File: src/rtl/alu_issue.sv
// RV32I OP/OP-IMM decode into a single registered issue slot with valid/ready
// handshakes on both sides and a running count of issued operations.
module alu_issue (
  input  logic        clk_i,
  input  logic        rst_i,
  input  logic        in_valid_i,
  output logic        in_ready_o,
  input  logic [31:0] instr_i,
  input  logic [31:0] rs1_data_i,
  input  logic [31:0] rs2_data_i,
  output logic        out_valid_o,
  input  logic        out_ready_i,
  output logic [3:0]  alu_op_o,
  output logic [31:0] rs1_data_o,
  output logic [31:0] rs2_data_o,
  output logic        br_unsign_o,
  output logic [4:0]  rd_addr_o,
  output logic        illegal_o,
  output logic [15:0] issue_cnt_o
);

  localparam int unsigned XLEN    = 32;
  localparam int unsigned CNT_W   = 16;
  localparam int unsigned OP_W    = 4;
  localparam int unsigned RADDR_W = 5;
  localparam int unsigned IMM_W   = 12;

  localparam logic [6:0] OPC_OP     = 7'b0110011;
  localparam logic [6:0] OPC_OP_IMM = 7'b0010011;
  localparam logic [6:0] F7_BASE    = 7'b0000000;
  localparam logic [6:0] F7_ALT     = 7'b0100000;

  typedef enum logic [OP_W-1:0] {
    ALU_ADD  = 4'd0,
    ALU_SUB  = 4'd1,
    ALU_SLL  = 4'd2,
    ALU_SLT  = 4'd3,
    ALU_SLTU = 4'd4,
    ALU_XOR  = 4'd5,
    ALU_SRL  = 4'd6,
    ALU_SRA  = 4'd7,
    ALU_OR   = 4'd8,
    ALU_AND  = 4'd9
  } alu_op_e;

  typedef struct packed {
    logic [OP_W-1:0]    alu_op;
    logic [XLEN-1:0]    rs1;
    logic [XLEN-1:0]    rs2;
    logic               br_unsign;
    logic [RADDR_W-1:0] rd;
    logic               illegal;
  } issue_t;

  logic [6:0]       opcode;
  logic [6:0]       funct7;
  logic [2:0]       funct3;
  logic             is_op;
  logic             is_op_imm;
  logic             legal;
  alu_op_e          op;
  logic [XLEN-1:0]  opb;
  issue_t           dec;

  issue_t           issue_d, issue_q;
  logic             out_valid_d, out_valid_q;
  logic [CNT_W-1:0] cnt_d, cnt_q;
  logic             in_fire;
  logic             out_fire;

  // rs1 register index is resolved upstream; only its data is consumed here
  logic unused_rs1_field;
  assign unused_rs1_field = ^instr_i[19:15];

  assign opcode    = instr_i[6:0];
  assign funct3    = instr_i[14:12];
  assign funct7    = instr_i[31:25];
  assign is_op     = (opcode == OPC_OP);
  assign is_op_imm = (opcode == OPC_OP_IMM);

  // Opcode/funct decode; for OP-IMM non-shifts funct7 is immediate bits
  always_comb begin
    legal = is_op || is_op_imm;
    op    = ALU_ADD;
    case (funct3)
      3'b000: begin
        if (is_op && funct7 == F7_ALT)        op = ALU_SUB;
        else if (is_op && funct7 != F7_BASE)  legal = 1'b0;
      end
      3'b001: begin
        op = ALU_SLL;
        if (funct7 != F7_BASE) legal = 1'b0;
      end
      3'b010: begin
        op = ALU_SLT;
        if (is_op && funct7 != F7_BASE) legal = 1'b0;
      end
      3'b011: begin
        op = ALU_SLTU;
        if (is_op && funct7 != F7_BASE) legal = 1'b0;
      end
      3'b100: begin
        op = ALU_XOR;
        if (is_op && funct7 != F7_BASE) legal = 1'b0;
      end
      3'b101: begin
        if (funct7 == F7_ALT) begin
          op = ALU_SRA;
        end else begin
          op = ALU_SRL;
          if (funct7 != F7_BASE) legal = 1'b0;
        end
      end
      3'b110: begin
        op = ALU_OR;
        if (is_op && funct7 != F7_BASE) legal = 1'b0;
      end
      default: begin
        op = ALU_AND;
        if (is_op && funct7 != F7_BASE) legal = 1'b0;
      end
    endcase
  end

  // Operand B: register, zero-extended shamt, or sign-extended immediate
  always_comb begin
    if (is_op) begin
      opb = rs2_data_i;
    end else if (funct3 == 3'b001 || funct3 == 3'b101) begin
      opb = XLEN'(instr_i[24:20]);
    end else begin
      opb = {{(XLEN-IMM_W){instr_i[31]}}, instr_i[31:20]};
    end
  end

  // Illegal instructions keep rd but carry zeroed operands
  always_comb begin
    dec         = '0;
    dec.rd      = instr_i[11:7];
    dec.illegal = !legal;
    if (legal) begin
      dec.alu_op    = op;
      dec.rs1       = rs1_data_i;
      dec.rs2       = opb;
      dec.br_unsign = (op == ALU_SLTU);
    end
  end

  assign in_ready_o = !out_valid_q || out_ready_i;
  assign in_fire    = in_valid_i && in_ready_o;
  assign out_fire   = out_valid_q && out_ready_i;

  always_comb begin
    issue_d     = issue_q;
    out_valid_d = out_valid_q;
    cnt_d       = cnt_q + CNT_W'(out_fire);
    if (in_fire) begin
      issue_d     = dec;
      out_valid_d = 1'b1;
    end else if (out_fire) begin
      out_valid_d = 1'b0;
    end
  end

  always_ff @(posedge clk_i or posedge rst_i) begin
    if (rst_i) begin
      issue_q     <= '0;
      out_valid_q <= 1'b0;
      cnt_q       <= '0;
    end else begin
      issue_q     <= issue_d;
      out_valid_q <= out_valid_d;
      cnt_q       <= cnt_d;
    end
  end

  assign out_valid_o = out_valid_q;
  assign alu_op_o    = issue_q.alu_op;
  assign rs1_data_o  = issue_q.rs1;
  assign rs2_data_o  = issue_q.rs2;
  assign br_unsign_o = issue_q.br_unsign;
  assign rd_addr_o   = issue_q.rd;
  assign illegal_o   = issue_q.illegal;
  assign issue_cnt_o = cnt_q;

endmodule

File: config.mk
export PLATFORM = sky130hd
export DESIGN_NAME = alu_issue
export DESIGN_NICKNAME = d
export VERILOG_FILES = /design/src/rtl/alu_issue.sv
export SDC_FILE = /design/constraint.sdc
export NUM_CORES = 1
export LEC_CHECK = 0
export ABC_CLOCK_PERIOD_IN_PS = 4400
export CORE_MARGIN = 2
export CORE_UTILIZATION = 35
export CTS_CLUSTER_DIAMETER = 50
export DETAILED_ROUTE_END_ITERATION = 10
export PLACE_DENSITY = 0.67
export SKIP_LAST_GASP = 1
export SLEW_MARGIN = 30
export SYNTH_ARGS = -nofsm -noshare
export SYNTH_HDL_FRONTEND = slang
export SYNTH_SLANG_ARGS = --single-unit
File: constraint.sdc
create_clock -name clk_i -period 4.4 [get_ports clk_i]
set_clock_uncertainty 0.2 [all_clocks]
set_input_delay 0.88 -clock clk_i [delete_from_list [all_inputs] [get_ports clk_i]]
set_output_delay 0.88 -clock clk_i [all_outputs]
set_load 0.02 [all_outputs]
## Word level (Yosys, flattened, before mapping)

Index checks and enable logic that the tools add are counted.

- Flip-flop bits (word level): 92
- Latch bits: 0
- Bits in read-only memories: 0
- Output and inout port bits: 93
- Bits in writable memories: 0
- Memories: 0
- Input bits: 100

- Shift-type cells: 0
- Divide/modulo/power cells: 0
- Bitwise logic cells: 0
- Reduce and logical (&&, ||, !) cells: 12
- $add $sub $neg: 1
- Multiplexer cells: 13
- Magnitude comparators: 0
- Multipliers: 0
- Eq/ne operators: 10

Operators by type and width:

| kind | number |
|---|---|
| 69-bit two-way mux | 1 |
| 32-bit two-way mux | 2 |
| 4-bit case mux with 7 select lines | 1 |
| 16-bit by 1-bit adder with 16-bit output | 1 |
| 7-bit by 6-bit == test with 1-bit output (second input constant) | 2 |
| 3-bit == test (second input constant) | 3 |
| 1-bit two-way mux | 8 |
| 7-bit by 5-bit == test with 1-bit output (second input constant) | 1 |
| 7-bit nonzero test | 1 |
| 3-bit by 2-bit == test with 1-bit output (second input constant) | 2 |
| 4-bit by 3-bit == test with 1-bit output (second input constant) | 1 |
| 1-bit logical AND | 4 |
| 3-bit by 1-bit == test with 1-bit output (second input constant) | 1 |
| 3-bit zero test | 1 |
| 1-bit logical OR | 3 |
| 1-bit case mux with 3 select lines | 1 |
| 1-bit zero test | 2 |
| 2-bit nonzero test | 1 |

## Longest topological paths before layout

Gate-level depths: netlist (run 1).

- Depth after elaboration: 6
- Mapped depth: 8
- Depth with buffers taken out: 7

## Worst setup path before layout (run 1)

OpenSTA, ideal clock, no wires.

- Path type: input to register
- From: input instr_i[25]
- To: register issue_q, in the netlist rs2_data_o[10]
- Arrival: 2678 ps
- Setup slack: 1446 ps
- Data required time: 4124 ps
- Setup time: 76 ps
- Cell stages on the path: 6
- Buffers on the path: 1
- Path through: or4_4 -> o41a_1 -> or4b_4 -> and2_4 -> buf_6 -> o21ai_1

- Longest elaborated chain between the ends: 6
- Elaborated cells between the ends (all ways): 10
- Classes of those cells: eq/ne (1); mux (6); reduce/logical (3)

RTL lines:

| element | line | source |
|---|---|---|
| from (decl) | 8 | `input logic [31:0] instr_i,` |
| 7-bit nonzero test | n/a |  |
| 1-bit logical AND | n/a |  |
| 1-bit two-way mux | n/a |  |
| 1-bit two-way mux | 87 | `if (is_op && funct7 == F7_ALT) op = ALU_SUB;` |
| 1-bit case mux with 3 select lines (*) | 85 | `case (funct3)` |
| 69-bit two-way mux (*) | 141 | `if (legal) begin` |
| to (signal assigned) | 171 | `issue_q <= issue_d;` |
| to (decl) | 65 | `issue_t issue_d, issue_q;` |

Mark *: on every way between the ends. The rest lies on a longest branch, timed or not.
A chain may end at the register's enable or synchronous reset.

## Worst setup path after layout (run 1)

- From: input instr_i[25]
- To: register issue_q, in the netlist rs1_data_o[1]

The elaborated chain is that of the path after synthesis.

==> impl_metrics.py, run 1 <==
metrics = {
    "timing": {
        "hold_ws_ns": 0.271,
        "grt_setup_unrepaired": "no",
        "fin_crit_ns": 3.47,
        "fin_crit_sh": 0.788,
        "drv_slew": 0,
        "max_freq_mhz": 288,
        "slew_headroom": 0.456,
        "finalHoldViolations": 0,
        "setup-tns-final_ns": 0,
        "tightest_slew_ns": 0.815,
        "setup_viol": 0,
    },
    "final_layout": {
        "finalInstanceArea_um2": 5990,
        "num_antenna_cells": 0,
        "final_util": 0.555,
        "drive_gt1_frac": 0.0662,
        "instances_no_fill": 669,
        "nets": 626,
        "syn2layout_area_growth_pct": 54.8,
    },
    "global_route": {
        "grt_pass1_wl_um": 17000,
        "grt_max_degree": 93,
        "grt_pass1_vias": 3381,
        "grt_use_total": 0.184,
        "globalRoute.totalOverflow": 0,
        "antenna_found_initial": 0,
    },
    "min_path": {
        "hp-start": "issue_cnt_o[15]",
        "hp-class": "reg2reg",
    },
    "detailed_routing": {
        "drt_wl_total_um": 10700,
        "routedWlPerCell_um": 16.0,
        "first_iter_violations": 202,
        "drc": 0,
        "ant_nets": 0,
        "viasPerCell": 4.95,
        "vias": 3312,
        "first_pass_iters": 5,
    },
    "place": {
        "gp_congestion": 0.782,
        "placed_area_um2": 5790,
        "dp.cells": 653,
        "port_buffers": 187,
        "hpwl_um": 7320,
    },
    "clock_tree": {
        "holdBufCountCts": 0,
        "cts_tree": "yes",
        "clock_latency_ns": 0.36,
        "clk_pin_slew_ns": 0.10,
        "postCtsSetupBuffers": 0,
        "cts_num_sinks": 92,
        "cts_resized": 0,
        "cts_made_buffers": 9,
        "clockBufferDepth": 2,
        "htreeDepth": 3,
        "cts-root-buf": "clkbuf_8",
    },
    "synth": {
        "ys_async_sr_fraction": 1.00,
        "ys_warn_count": 0,
        "ys_top_cells_by_area": "dfrtp_1 (59%), a22o_1 (7.7%), nand2_1 (4.9%), o21ai_1 (3.8%), a21oi_1 (3.6%)",
        "yosysUniqueCellTypes": 41,
        "synth_cells": 345,
        "yosysTopAreaCell": "dfrtp_1",
        "synth_edf_count": 0,
        "synth_top_area_frac": 0.595,
        "synth_seq_cells": 92,
        "avgSynthCellArea_um2": 11.2,
        "syn_area_um2": 3870,
        "syn-num-nets": 447,
        "yosysSeqAreaShare": 0.595,
        "synthFlopType": "dfrtp_1",
    },
    "outcome": {
        "outcome": "finished clean",
    },
    "worst_setup_path": {
        "crit_type": "in2reg",
        "cp_data_arrival_time_ns": 3.57,
        "path_max_fanout": 35,
        "cp-startpoint": "instr_i[25]",
        "timing.rr.start": "out_valid_o",
        "endpoint_kind": "flip-flop",
        "required_ns": 4.51,
        "cp-start-kind": "primary input",
    },
    "power": {
        "power-per-cell-area_nw_per_um2": 304,
        "ir_worst_vdd_mv": 0.202,
        "power.leakage_nw": 2.56,
    },
    "floorplanning": {
        "die_h_um": 109,
        "ioPinCount": 193,
        "coreArea_um2": 10800,
        "row_count": 38,
        "die_area_um2": 11900,
        "initial_utilization": 0.359,
        "die_w_um": 109,
    },
    "run": {
        "max_cap_violations": 0,
    },
}
sequential cells by signal, summed over array words and instances, names as in the netlist:
register	cells
alu_op_o	4
out_valid_o	1
issue_cnt_o	16
br_unsign_o	1
rs1_data_o	32
rd_addr_o	5
rs2_data_o	32
illegal_o	1
cell type report:
cell class / instances / area, um^2
fill: 972 / 4800
sequential: 92 / 2300
timing repair buffer: 190 / 1890
multi-input combinational: 228 / 1400
tap: 140 / 175
clock buffer: 10 / 138
clock inverter: 6 / 68.8
inverter: 3 / 16.3
cell usage in the layout, fill, tap and decap left out, types with 2 or more instances in the layout:
| master | instances |
|---|---|
| and3_1 | 3 |
| a22o_1 | 34 |
| a21oi_1 | 28 |
| buf_4 | 3 |
| a31oi_1 | 2 |
| inv_6 | 3 |
| nor4_1 | 2 |
| clkbuf_8 | 10 |
| nand2_1 | 50 |
| clkdlybuf4s50_1 | 187 |
| nor2_1 | 15 |
| mux2i_1 | 6 |
| xor2_1 | 5 |
| o21ai_0 | 7 |
| nand2b_1 | 4 |
| ha_1 | 2 |
| mux2_2 | 5 |
| xnor2_1 | 9 |
| nand2_2 | 2 |
| dfrtp_1 | 92 |
| inv_1 | 2 |
| nand3_1 | 7 |
| o21ai_1 | 29 |
| nand4_1 | 3 |
worst max-delay path, stage by stage:
cell and delay, ns:
clkdlybuf4s50_1 0.46, or4_4 0.55, o41a_1 0.35, or4b_4 0.53, nand2_2 0.53, a22o_1 0.23
worst paths after layout:
check / to / slack [ns] / cells after the start
max: rs1_data_o[1] / 0.93 / 6
min: issue_cnt_o[15] / 0.27 / 1
max reg2reg: rs1_data_o[1] / 2.15 / 5
min reg2reg: issue_cnt_o[15] / 0.27 / 1
max in group asynchronous: rs2_data_o[7] / 2.60 / 2
min in group asynchronous: rd_addr_o[2] / 0.87 / 2
routing by layer:
metal,up-vias,part of all wire,routed length [um],GRT usage
li1,1572,-,-,-
met1,1602,0.44,4710,0.234
met2,117,0.47,5060,0.298
met3,21,0.055,590,0.0335
met4,0,0.031,328,0.0971
met5,-,0,0,0
cells in the mapped netlist, types with 2 or more instances:
cell,instances
a21oi_1,28
a22o_1,34
a31oi_1,2
and3_1,3
buf_6,8
clkbuf_1,10
dfrtp_1,92
ha_1,2
inv_1,3
mux2_2,5
mux2i_1,6
nand2_1,51
nand2b_1,4
nand3_1,7
nand4_1,3
nor2_1,15
nor4_1,2
o21ai_0,7
o21ai_1,29
xnor2_1,9
xor2_1,5
power by group:
group          switching, mW  total, mW  internal, mW
registers             0.0372      0.917         0.880
logic                  0.148      0.317         0.169
clock network          0.307      0.590         0.282
stage by stage:
stage	setup WS (ns)	power, mW
after floorplan	0.928	1.06
after global placement	0.611	1.25
after detailed placement	0.557	1.25
after CTS	0.947	1.85
after global routing	0.866	1.91
final	0.932	1.82
cell families after synthesis:
group                      after synthesis  share of synthesized area
muxes                                   11                     0.0301
AOI/OAI and AO/OA                      105                      0.175
buffers and inverters                   25                     0.0446
xor gates and xnor gates                14                     0.0317
and+or+nand+nor                         96                      0.117
adders and majority gates                2                    0.00647
DFF                                     92                      0.595
Power figures use the tool's default switching activity.
==> inputs of run 2 (changes only) <==
--- a/config.mk
+++ b/config.mk
@@ -5,12 +5,12 @@
 export SDC_FILE = /design/constraint.sdc
 export NUM_CORES = 1
 export LEC_CHECK = 0
-export ABC_CLOCK_PERIOD_IN_PS = 4400
+export ABC_CLOCK_PERIOD_IN_PS = 2900
 export CORE_MARGIN = 2
 export CORE_UTILIZATION = 35
 export CTS_CLUSTER_DIAMETER = 50
 export DETAILED_ROUTE_END_ITERATION = 10
-export PLACE_DENSITY = 0.67
+export PLACE_DENSITY = 0.7
 export SKIP_LAST_GASP = 1
 export SLEW_MARGIN = 30
 export SYNTH_ARGS = -nofsm -noshare
==> constraint.sdc (replaced) <==
create_clock -name clk_i -period 2.9 [get_ports clk_i]
set_clock_uncertainty 0.2 [all_clocks]
set_input_delay 0.58 -clock clk_i [delete_from_list [all_inputs] [get_ports clk_i]]
set_output_delay 0.58 -clock clk_i [all_outputs]
set_load 0.02 [all_outputs]
==> impl_metrics.py, run 2 (synthesis gave the netlist of run 1 again) <==
metrics = {
    "place": {
        "hpwl_um": 7690,
        "dp.cells": 667,
        "dp_slack_ns": -0.351,
        "gp_congestion": 0.809,
        "port_buffers": 187,
    },
    "detailed_routing": {
        "vias": 3339,
        "routedWlPerCell_um": 15.5,
        "drc": 0,
        "drt_wl_total_um": 10600,
        "first_iter_violations": 153,
        "viasPerCell": 4.89,
        "first_pass_iters": 4,
        "ant_nets": 0,
    },
    "worst_setup_path": {
        "slowest_stage": "or4_4",
        "path_buf_inv": 1,
        "path_max_fanout": 33,
        "cp_data_arrival_time_ns": 2.94,
        "r2r_cells": 5,
        "endpoint_kind": "flip-flop",
        "crit_family": "simple AND/OR/NAND/NOR gates",
        "required_ns": 2.98,
        "critPathMaxStageDelay_ns": 0.55,
        "path_depth": 6,
        "crit_type": "in2reg",
        "path_cells": "clkdlybuf4s50_1 > or4_4 > o41a_1 > or4b_4 > and2_4 > o21ai_0",
        "cp-start-kind": "primary input",
    },
    "global_route": {
        "globalRoute.totalOverflow": 0,
        "grt_max_degree": 75,
        "grt_use_total": 0.181,
        "grt_pass1_wl_um": 16600,
        "antenna_found_initial": 0,
        "grt_pass1_vias": 3392,
    },
    "clock_tree": {
        "clk_pin_slew_ns": 0.09,
        "cts_made_buffers": 9,
        "cts_num_sinks": 92,
        "cts_resized": 0,
        "cts_tree": "yes",
        "htreeDepth": 3,
        "clockBufferDepth": 2,
        "postCtsSetupBuffers": 0,
        "clock_latency_ns": 0.36,
        "holdBufCountCts": 0,
        "cts-root-buf": "clkbuf_8",
    },
    "timing": {
        "fin_crit_ns": 2.86,
        "grt_setup_unrepaired": "yes",
        "tightest_slew_ns": 0.447,
        "max_freq_mhz": 349,
        "fin_crit_sh": 0.987,
        "setup-tns-final_ns": 0,
        "drv_slew": 0,
        "finalHoldViolations": 0,
        "setup_viol": 0,
        "fin_ws_ns": 0.0384,
        "slew_headroom": 0.702,
    },
    "final_layout": {
        "nets": 640,
        "final_common_cell": "clkdlybuf4s50_1",
        "final_cell_mix": "clkdlybuf4s50_1 (187), dfrtp_1 (92), nand2_1 (50)",
        "instances_no_fill": 683,
        "num_antenna_cells": 0,
        "drive_gt1_frac": 0.0902,
        "syn2layout_area_growth_pct": 59.7,
    },
    "min_path": {
        "whs_path_depth": 1,
        "hp-class": "reg2reg",
    },
    "outcome": {
        "outcome": "finished clean",
    },
    "power": {
        "finalPower_mw": 2.91,
        "power-per-cell-area_nw_per_um2": 471,
        "ir_worst_vdd_mv": 0.232,
        "power.leakage_nw": 2.65,
    },
    "floorplanning": {
        "initial_utilization": 0.359,
        "die_w_um": 109,
        "coreArea_um2": 10800,
        "die_h_um": 109,
        "ioPinCount": 193,
        "die_area_um2": 11900,
        "row_count": 38,
    },
    "run": {
        "max_cap_violations": 0,
    },
}
[run 2: cell count changes in the layout (fill, tap and decap cells not counted)]
cell and delta:
clkinvlp_4 +2, clkinv_2 +1, buf_4 +10, clkinv_4 -1
bufinv_16 +2, inv_6 -3, buf_12 +4, clkbuf_8 -1
[run 2: path summary, 6_finish.rpt]
check | slack (ns) | to | from
max | 0.04 | rs2_data_o[0] | instr_i[25]
min | 0.28 | issue_cnt_o[15] | issue_cnt_o[15]
max reg2reg | 0.85 | rs2_data_o[0] | out_valid_o
min reg2reg | 0.28 | issue_cnt_o[15] | issue_cnt_o[15]
max in group asynchronous | 1.57 | issue_cnt_o[5] | rst_i
min in group asynchronous | 0.39 | rs2_data_o[1] | rst_i
[run 2: stage by stage]
step           instance area, um^2  utilization  hold WS, ns
6_report                      6180        0.572        0.279
5_1_grt                       6180        0.572        0.308
4_1_cts                       6180        0.572        0.288
3_5_place_dp                  5940        0.550        0.271
3_3_place_gp                  5940        0.550        0.263
2_1_floorplan                 3870            -        0.382
[run 2: layer usage]
layer  up-vias  GRT usage  wire, um
li1       1598          -         -
met1      1582      0.224      4410
met5         -          0         0
met4         0     0.0870       244
met2       140      0.291      5100
met3        19     0.0490       842
[run 2: cell type report]
type | count | area [um^2]
fillers | 908 | 4610
flip-flops and latches | 92 | 2300
repair buffers | 204 | 2050
multi-input cells | 228 | 1400
well taps | 140 | 175
clock buffers | 9 | 124
clock inverters | 7 | 115
inverters | 3 | 15.0
[run 2: where the power goes]
group	total [mW]	internal (mW)	switching [mW]	leakage, nW
clock network	1.02	0.569	0.454	0.115
logic	0.494	0.271	0.223	1.28
registers	1.39	1.33	0.0583	1.26
==> patch: new RTL, settings of run 2 <==
Put one more register stage on the output `issue_cnt_o`, with the module's reset. The value now appears one clock later. The other outputs are not delayed to match.
--- a/src/rtl/alu_issue.sv
+++ b/src/rtl/alu_issue.sv
@@ -183,3 +183,9 @@
   assign illegal_o   = issue_q.illegal;
-  assign issue_cnt_o = cnt_q;
+  always_ff @(posedge clk_i or posedge rst_i) begin
+    if (rst_i) begin
+      issue_cnt_o <= '0;
+    end else begin
+      issue_cnt_o <= cnt_q;
+    end
+  end
 
Formal check against the unedited RTL: not equivalent (a bounded check fails within 4 cycles, from zero or initial values and one cycle with rst_i high).
==> patch against run 2 <==
  * Die area is 9.0% higher
  * Area after synthesis is 9.4% higher
  * Setup slack improved by 0.17 ns
  * Combinational power is 4% lower
  * Non-clock buffer count down 8
  * Wire length rose by 4.0%
  * Total power grew 18%
  * Cell area up 6.8%
  * Sequential cell count grew 16
  * Synthesized cell count grew 7.0%
  * Critical path type is now input pin to primary output
  * Largest cell class unchanged
  * Largest power group unchanged
==> patch: results (changes against run 2) <==
stage,metric,value,unit,change
run_status,status,"finished, final reports clean",,unchanged
power_and_ir_drop,P_leak,2.898,nW,was 2.650 nW
timing,final hold slack,0.2084,ns,was 0.2789 ns
global_route,vias in the first global route,3599,,"was 3,392"
setup_path,arrival time at the worst endpoint,1.91,ns,was 2.94 ns
cells_and_area,NumNets Final,655,,was 640
setup_path,CP Launch Point,out_ready_i,,was instr_i[25]
placed_design,pre-CTS setup slack,0.04783,ns,was -0.3512 ns
placed_design,gpl congestion,0.7563,,was 0.8090
synthesis,Post-Synth Adder-Cell Area,0.5912,%,was 0.6466%
timing,Worst-Margin Slew,0.4831,ns,was 0.4465 ns
synthesis,Cell variety after synth,38,,was 41
routing,initial DRC count,150,,was 153
synthesis,post-synthesis sequential area ratio,63.85,%,was 59.49%
global_route,All-Layer GR Usage,17.23,%,was 18.07%
routing,Total Routed Length,11030,um,"was 10,600 um"
timing,worst setup margin,0.2133,ns,was 0.03841 ns
cts,Root Driver,clkbuf_16,,was clkbuf_8
synthesis,Commonest cells post-synth,"dfrtp_1, nand2_1, a22o_1, o21ai_1, a21oi_1",,unchanged
hold_path,hold path cells,0,,was 1
synthesis,syn_area_per_cell,11.47,sq um,was 11.22 sq um
placed_design,Post-DP HPWL,7944,um,was 7688 um
setup_path,Max stage delay on crit path,0.66,ns,was 0.55 ns
placed_design,PortBufs,187,,unchanged
global_route,largest net degree at the start of global routing,56,,was 75
synthesis,Post-Syn Nets,471,,was 447
setup_path,CP endpoint,in_ready_o,,was rs2_data_o[0]
routing,vias,3486,,"was 3,339"
synthesis,Synth area leaders,"dfrtp_1, a22o_1, nand2_1, o21ai_1, a21oi_1",,unchanged
cts,clk_lat worst skew,0.34,ns,was 0.36 ns
placed_design,DP Area,6286,sq um,was 5939 sq um
setup_path,Critical R2R Capture,rs2_data_o[16],,was rs2_data_o[0]
cells_and_area,final std cells w/o fill,705,,was 683
power_and_ir_drop,VDD IR max,0.0003502,V,was 0.0002317 V
hold_path,Hold Startpoint,cnt_q[15],,was issue_cnt_o[15]
setup_path,flop2flop setup slack,0.98,ns,was 0.85 ns
setup_path,Crit-path slowest cell,clkdlybuf4s50_1,,was or4_4
synthesis,xor/xnor share of the synthesized area,2.897,%,was 3.168%
cells_and_area,share of layout cells above drive strength 1,5.556,%,was 9.024%
placed_design,Placed Instances,689,,was 667
patch: changes by cell type in the layout (fill, tap and decap cells not counted), moves of 5 or more:
| cell | run 2 | this run |
|---|---|---|
| dfrtp_1 | 92 | 108 |
| mux2_2 | 5 | 0 |
| clkbuf_8 | 9 | 1 |
| buf_4 | 13 | 5 |
| nand2_1 | 50 | 62 |
| clkbuf_16 | 0 | 9 |
patch: area by class of cell:
cell class | count | area, sq um
sequential | 108 | 2703
tap | 147 | 183.9
clock inverter | 6 | 76.32
timing repair buffer | 196 | 1989
fill | 1053 | 5310
multi-input combinational | 234 | 1391
clock buffer | 10 | 239.0
inverter | 4 | 18.77
patch: report_power, final:
group          leakage, nW  internal, W  switching [W]  total, W
sequential            1.47      0.00159      0.0000622   0.00166
clock                0.156     0.000713       0.000578   0.00129
combinational         1.27     0.000256       0.000220  0.000476
patch: critical path, delay by kind of cell:
| kind | cells | cell delay [ns] |
|---|---|---|
| simple gates | 1 | 0.20 |
| buf+inv | 2 | 1.13 |
patch: cell families (layout without fill, tap and decap cells):
group / Yosys count / count (layout)
buffers and inverters: 27 / 216
AND/OR/NAND/NOR: 108 / 108
AO/OA/AOI/OAI: 104 / 104
XOR/XNOR: 14 / 14
flip-flops: 108 / 108
adder cells (fa/ha/maj): 2 / 2
multiplexers: 6 / 6
patch: metal layers:
layer | vias to the layer above | track usage (%) | part of all wire, %
met3 | 20 | 3.401 | 5.0
met1 | 1705 | 20.44 | 40
met5 | - | 0 | 0
met2 | 106 | 30.48 | 52
li1 | 1655 | - | -
met4 | 0 | 7.317 | 2.6
